[config.mk]
export PLATFORM = sky130hd
export DESIGN_NAME = uart_tx_arbiter_flat
export DESIGN_NICKNAME = d
export VERILOG_FILES = /design/src/rtl/uart_pkg.sv /design/src/rtl/uart_tx_arbiter_if.sv /design/src/rtl/rr_pick.sv /design/src/rtl/uart_tx_arbiter.sv /design/src/flat_wrapper.sv
export SDC_FILE = /design/constraint.sdc
export NUM_CORES = 1
export LEC_CHECK = 0
export BUFFER_PORTS_ARGS = -buffer_cell sky130_fd_sc_hd__buf_4
export CORE_ASPECT_RATIO = 1.4
export CORE_MARGIN = 5
export CORE_UTILIZATION = 55
export DETAILED_ROUTE_END_ITERATION = 10
export HOLD_SLACK_MARGIN = 0.08
export PLACE_DENSITY = 0.92
export SLEW_MARGIN = 10
export SYNTH_ARGS = -nofsm -noshare
export SYNTH_HDL_FRONTEND = slang
export SYNTH_HIERARCHICAL = 1
export SYNTH_SLANG_ARGS = --single-unit
[constraint.sdc]
create_clock -name baud_clk -period 3.4 [get_ports baud_clk]
set_input_delay 0.17 -clock baud_clk [delete_from_list [all_inputs] [get_ports baud_clk]]
set_output_delay 0.17 -clock baud_clk [all_outputs]
set_load 0.005 [all_outputs]
[src/rtl/uart_pkg.sv]
// Shared UART constants and the arbiter state encoding.
package uart_pkg;

    localparam int unsigned DATA_W_DEF = 8;
    localparam int unsigned OVERSAMPLE = 16;

    typedef enum logic [1:0] {
        ST_IDLE  = 2'd0,
        ST_START = 2'd1,
        ST_BUSY  = 2'd2
    } state_e;

endpackage

[src/rtl/uart_tx_arbiter_if.sv]
// Requester/transmitter bundle shared by the arbiter and its environment.
interface uart_tx_arbiter_if #(
    parameter int unsigned NREQ   = 4,
    parameter int unsigned DATA_W = 8
);
    localparam int unsigned IDX_W = $clog2(NREQ);

    logic [NREQ-1:0]        REQ;
    logic [NREQ*DATA_W-1:0] REQ_DATA;
    logic [NREQ-1:0]        GNT;
    logic [NREQ-1:0]        DONE;
    logic                   ERR;
    logic [IDX_W-1:0]       OWNER;
    logic [DATA_W-1:0]      TX_DATA;
    logic                   TX_EN;
    logic                   TX_STATUS;

    modport master (
        input  REQ, REQ_DATA, TX_STATUS,
        output GNT, DONE, ERR, OWNER, TX_DATA, TX_EN
    );

    modport slave (
        output REQ, REQ_DATA, TX_STATUS,
        input  GNT, DONE, ERR, OWNER, TX_DATA, TX_EN
    );

endinterface

[src/rtl/rr_pick.sv]
// Combinational round-robin picker: first set request after the last winner.
module rr_pick #(
    parameter int unsigned NREQ = 4
) (
    input  logic [NREQ-1:0]          req_i,
    input  logic [$clog2(NREQ)-1:0]  last_i,
    output logic                     any_req_c,
    output logic [$clog2(NREQ)-1:0]  winner_c
);
    localparam int unsigned IDX_W = $clog2(NREQ);

    logic [IDX_W-1:0] idx;

    // Scan from farthest to nearest so the nearest set bit after last wins.
    always_comb begin
        any_req_c = |req_i;
        winner_c  = '0;
        idx       = '0;
        for (int unsigned k = NREQ; k > 0; k--) begin
            idx = IDX_W'((32'(last_i) + k) % NREQ);
            if (req_i[idx]) begin
                winner_c = idx;
            end
        end
    end

endmodule

[src/rtl/uart_tx_arbiter.sv]
// Round-robin arbiter sharing one UART byte transmitter between NREQ requesters,
// tracking the TX_STATUS handshake and reporting DONE or ERR to the owner.
module uart_tx_arbiter
    import uart_pkg::*;
#(
    parameter int unsigned NREQ        = 4,
    parameter int unsigned DATA_W      = DATA_W_DEF,
    parameter int unsigned ACK_TIMEOUT = 4,
    parameter int unsigned TIMEOUT     = 200
) (
    input  logic             baud_clk,
    input  logic             reset,
    uart_tx_arbiter_if.master bus
);
    localparam int unsigned IDX_W   = $clog2(NREQ);
    localparam int unsigned TMR_MAX = (ACK_TIMEOUT > TIMEOUT) ? ACK_TIMEOUT : TIMEOUT;
    localparam int unsigned TMR_W   = $clog2(TMR_MAX + 1);

    state_e            state_q;
    logic [TMR_W-1:0]  timer_q;
    logic [IDX_W-1:0]  last_q;
    logic [IDX_W-1:0]  owner_q;
    logic [NREQ-1:0]   gnt_q;
    logic [NREQ-1:0]   done_q;
    logic              err_q;
    logic              tx_en_q;
    logic [DATA_W-1:0] tx_data_q;

    logic              pick_any_c;
    logic [IDX_W-1:0]  pick_winner_c;
    logic [TMR_W-1:0]  timer_inc_c;
    logic [DATA_W-1:0] req_bytes [NREQ];

    for (genvar g = 0; g < NREQ; g++) begin : g_bytes
        assign req_bytes[g] = bus.REQ_DATA[g*DATA_W +: DATA_W];
    end

    rr_pick #(.NREQ(NREQ)) u_pick (
        .req_i     (bus.REQ),
        .last_i    (last_q),
        .any_req_c (pick_any_c),
        .winner_c  (pick_winner_c)
    );

    // Saturating timer increment.
    assign timer_inc_c = (timer_q == TMR_W'(TMR_MAX)) ? timer_q : timer_q + TMR_W'(1);

    always_ff @(posedge baud_clk or posedge reset) begin
        if (reset) begin
            state_q   <= ST_IDLE;
            timer_q   <= '0;
            last_q    <= IDX_W'(NREQ - 1);
            owner_q   <= IDX_W'(NREQ - 1);
            gnt_q     <= '0;
            done_q    <= '0;
            err_q     <= 1'b0;
            tx_en_q   <= 1'b0;
            tx_data_q <= '0;
        end else begin
            gnt_q   <= '0;
            done_q  <= '0;
            err_q   <= 1'b0;
            tx_en_q <= 1'b0;
            case (state_q)
                ST_IDLE: begin
                    // A transmitter still shifting (e.g. from before reset) blocks grants.
                    if (pick_any_c && bus.TX_STATUS) begin
                        tx_data_q <= req_bytes[pick_winner_c];
                        gnt_q     <= NREQ'(1) << pick_winner_c;
                        tx_en_q   <= 1'b1;
                        owner_q   <= pick_winner_c;
                        timer_q   <= '0;
                        state_q   <= ST_START;
                    end
                end
                ST_START: begin
                    if (!bus.TX_STATUS) begin
                        timer_q <= '0;
                        state_q <= ST_BUSY;
                    end else begin
                        timer_q <= timer_inc_c;
                        if (timer_q >= TMR_W'(ACK_TIMEOUT - 1)) begin
                            err_q   <= 1'b1;
                            last_q  <= owner_q;
                            state_q <= ST_IDLE;
                        end
                    end
                end
                ST_BUSY: begin
                    if (bus.TX_STATUS) begin
                        done_q  <= NREQ'(1) << owner_q;
                        last_q  <= owner_q;
                        state_q <= ST_IDLE;
                    end else begin
                        timer_q <= timer_inc_c;
                        if (timer_q >= TMR_W'(TIMEOUT - 1)) begin
                            err_q   <= 1'b1;
                            last_q  <= owner_q;
                            state_q <= ST_IDLE;
                        end
                    end
                end
                default: state_q <= ST_IDLE;
            endcase
        end
    end

    assign bus.GNT     = gnt_q;
    assign bus.DONE    = done_q;
    assign bus.ERR     = err_q;
    assign bus.TX_EN   = tx_en_q;
    assign bus.TX_DATA = tx_data_q;
    assign bus.OWNER   = owner_q;

endmodule

[src/flat_wrapper.sv]
// flat-port wrapper written by rule: the top's interface ports become plain ports
module uart_tx_arbiter_flat import uart_pkg::*;
#(
    parameter int unsigned NREQ        = 4,
    parameter int unsigned DATA_W      = DATA_W_DEF,
    parameter int unsigned ACK_TIMEOUT = 4,
    parameter int unsigned TIMEOUT     = 200
)
  (baud_clk, reset, bus_REQ, bus_REQ_DATA, bus_TX_STATUS, bus_GNT, bus_DONE, bus_ERR, bus_OWNER, bus_TX_DATA, bus_TX_EN);
  uart_tx_arbiter_if #(.NREQ(NREQ), .DATA_W(DATA_W)) bus_i ();
  input  logic baud_clk;
  input  logic reset;
  input wire logic [$bits(bus_i.REQ)-1:0] bus_REQ;
  input wire logic [$bits(bus_i.REQ_DATA)-1:0] bus_REQ_DATA;
  input wire logic [$bits(bus_i.TX_STATUS)-1:0] bus_TX_STATUS;
  output wire logic [$bits(bus_i.GNT)-1:0] bus_GNT;
  output wire logic [$bits(bus_i.DONE)-1:0] bus_DONE;
  output wire logic [$bits(bus_i.ERR)-1:0] bus_ERR;
  output wire logic [$bits(bus_i.OWNER)-1:0] bus_OWNER;
  output wire logic [$bits(bus_i.TX_DATA)-1:0] bus_TX_DATA;
  output wire logic [$bits(bus_i.TX_EN)-1:0] bus_TX_EN;
  assign bus_i.REQ = bus_REQ;
  assign bus_i.REQ_DATA = bus_REQ_DATA;
  assign bus_i.TX_STATUS = bus_TX_STATUS;
  assign bus_GNT = bus_i.GNT;
  assign bus_DONE = bus_i.DONE;
  assign bus_ERR = bus_i.ERR;
  assign bus_OWNER = bus_i.OWNER;
  assign bus_TX_DATA = bus_i.TX_DATA;
  assign bus_TX_EN = bus_i.TX_EN;
  uart_tx_arbiter #(.NREQ(NREQ), .DATA_W(DATA_W), .ACK_TIMEOUT(ACK_TIMEOUT), .TIMEOUT(TIMEOUT)) u_core (.baud_clk(baud_clk), .reset(reset), .bus(bus_i));
endmodule
==> summary.md <==
| Metric | Value |
|---|---|
| Ys flop type | dfrtp_1 |
| Synth cell types | 44 |
| Row count | 25 |
| Status | finished clean |
| Crit path max fanout | 13 |
| RSZ-0062 raised after global routing | false |
| Fill count | 242 |
| Most Crowded Layer GR | met2 |
| Layout Area Growth over Synthesis | 30.22% |
| Post-route ant nets | 0 |
| Global-route wire length before repair | 8183 um |
| Synthesized area | 1888 um^2 |
| Synth warn | 6 |
| Fin crit share | 69.03% |
| Routability cong. | 0.8858 |
| CP required | 3.57 ns |
| Mapped Avg Cell Area | ~10 um^2 |
| Fin. max-slew vios | 0 |
| Worst VDD drop | 0.4419 mV |
| Die X | 59.52 um |
| Reg clk slew, reported paths | 0.07 ns |
| Vias in the first global route | 1815 |
| Routed WL per cell | 17.83 um |
| Total core area | 3347 um^2 |
| CTS H-tree depth | 2 |
| DP HPWL | roughly 3700 um |
| Power per cell area | 679.6 nW/um^2 |
| Slew margin rel. | 27.41% |
| Num CTS Buffers | 5 |
| Least-Margin Pin Slew | ~1.1 ns |
| Worst hold path type | primary input to async pin |
| Initial Util | a little under three fifths |
| Port bufs | 58 |
| GRT met2 Usage | 41.68% |
| CTS Hold Bufs | 0 |
| Via Count | ~1700 |
| Cts repair resizes | 0 |
| # Max-Cap Violations | 0 |
| Total Nets Final | 292 |
| Die area | 4721 um^2 |
| Synth area leader | dfrtp_1 |
| Overall Power | 1.671 mW |
| Hold WS | 0.02714 ns |
| Critical path startpoint category | flop |
| Initial antenna violation count | 0 |
| Worst-skew pair later-pin latency | 0.28 ns |
| I/O pin count | 59 |
| Grt total ovfl | 0 |
| Crit path from | u_core/last_q[1] |
| CTS tree | done |
| LEAKAGE | 1.196 nW |
| Met3 global-route usage | 5.528% |
| Critical R2R Launch | u_core/last_q[1] |
| Area contributors post-synth | dfrtp_1 37%, mux4_2 9.5%, nand2_1 7.6% |
| Seq cells post-synth | 32 |
| DRC violation count after routing | 0 |
| Skew final | 0.009627 ns |
| Minimum clock period | 2.347 ns |
| Met1 Use GR | 23.24% |
| Clock buffer depth | 2 |
| Setup_tns | 0 ns |
| Post-synth EDFFs | 0 |
| Layout cell share with drive strength beyond 1 | 35.48% |
| Top cell type's share of synthesized area | a little under two fifths |
| Number of DRC markers in iteration 0 | 104 |
| Fmax | 426.0 MHz |
| Drt pass-1 iters | 4 |
| All-layer global routing usage | between 20 and 25% |
| Root buffer selected by CTS | clkbuf_8 |
| Net Count, Synth | 234 |
| Clk sinks | 32 |
| Largest net degree at the start of global routing | 31 |
| CP Class | flop to flop |
| Syn Inst Count | about 190 |
| Setup-failing EPs final | 0 |
| Post-CTS Setup Bufs | 0 |
| Fraction of registers with async set/reset | 100.0% |
| Via density | between 5 and 6 |
| Final Hold Viols | 0 |
| Final wirelength | 5134 um |
| Diodes inserted | 0 |
| Final core utilization | 73.46% |
| Die height | 79.33 um |
| Register area share after synthesis | 42.68% |
| Critical Path Sink Type | flop |
| CP arrival | 2.52 ns |
-- synth_stat cells, types with 2 or more instances --
library cell,instances
a21oi_1,5
a221o_1,2
a22o_1,2
and2_1,2
and3_1,3
buf_2,3
buf_6,2
clkbuf_1,2
dfrtp_1,28
dfstp_2,4
ha_1,6
inv_1,10
mux2_1,2
mux2i_1,3
mux4_2,8
nand2_1,38
nand2b_1,6
nand3_1,6
nor2_1,13
nor3_1,7
o21ai_0,6
o21ai_1,4
o221ai_2,3
o2bb2ai_1,2
or3_1,3
-- area by class of cell --
| class | instances | area, um^2 | share of cell area (%) |
|---|---|---|---|
| inverter | 10 | 37.54 | 1.527 |
| clock inverter | 1 | 30.03 | 1.221 |
| multi-input combinational | 138 | 988.4 | 40.20 |
| timing repair buffer | 60 | 450.4 | 18.32 |
| tap | 40 | 50.05 | 2.036 |
| clock buffer | 7 | 96.34 | 3.919 |
| sequential | 32 | 805.8 | 32.77 |
-- metrics by stage --
stage	instances	area (um^2)	setup WS (ns)
floorplan	189	1888	1.371
global placement	280	2332	1.197
detailed placement	280	2332	1.118
CTS	288	2459	1.054
global route	288	2459	0.9502
finish	288	2459	1.053
-- power breakdown --
part,leakage (nW),switching (mW),internal [mW]
Combinational,0.716,0.350,0.331
Clock,0.0645,0.142,0.259
Sequential,0.415,0.0885,0.501
Total,1.20,0.580,1.09
-- final timing paths --
path,to,slack (ns),cells after the start
setup / recovery,u_core/bus.TX_DATA[1],1.05,6
max in group asynchronous,u_core/bus.OWNER[0],2.73,3
hold / removal,u_core/bus.TX_DATA[0],0.03,2
hold reg to reg,u_core/bus.TX_DATA[2],0.49,2
min in group baud_clk,u_core/bus.DONE[2],0.23,3
setup reg to reg,u_core/bus.TX_DATA[1],1.05,6
-- routing by layer --
| metal | share of wire, % | wire, um |
|---|---|---|
| met1 | 36 | 1856 |
| met2 | 52 | 2689 |
| met3 | 8.7 | 446 |
| met4 | 2.8 | 142 |
| met5 | 0 | 0 |
-- layout by cell type, fill, tap and decap left out, drive strengths merged, types with 2 or more instances in the layout --
cell type  netlist  routed
mux2i            3       3
clkbuf           2       7
or3              3       3
inv             10       9
o221ai           3       3
dfrtp           28      28
a22o             2       2
a221o            2       2
mux4             8       8
nor3             7       7
a21oi            6       6
and3             3       3
mux2             2       2
nor4             2       2
nand3            6       6
and2             2       2
dfstp            4       4
nand2           38      38
buf              7      60
nor2            13      13
o21ai           10      10
o2bb2ai          2       2
nand2b           6       6
ha               6       6
-- worst max-delay path, cell delays in order, from the launching register on --
cell and delay (ns):
dfstp_2 0.57, nand2b_1 0.15, a21oi_2 0.07, o221ai_2 0.66, mux4_2 0.60, nand2_1 0.11, nand2_1 0.07
-- sequential cells by signal, indices dropped and copies added, names as in the netlist --
register            cells
u_core/state_q          2
u_core/bus.TX_EN        1
u_core/timer_q          8
u_core/last_q           2
u_core/bus.GNT          4
u_core/bus.DONE         4
u_core/bus.ERR          1
u_core/bus.OWNER        2
u_core/bus.TX_DATA      8
-- logic make-up (layout without fill, tap and decap cells) --
kind of cell,count (synthesis),in the layout,share of synthesized area [%]
muxes,13,13,12.33
AOI/OAI and AO/OA,34,34,14.91
DFF,32,32,42.68
adders and majority gates,6,6,3.976
buffers and inverters,19,78,4.970
and+or+nand+nor,85,85,21.14
No activity file was read; power rests on OpenSTA's default activity.
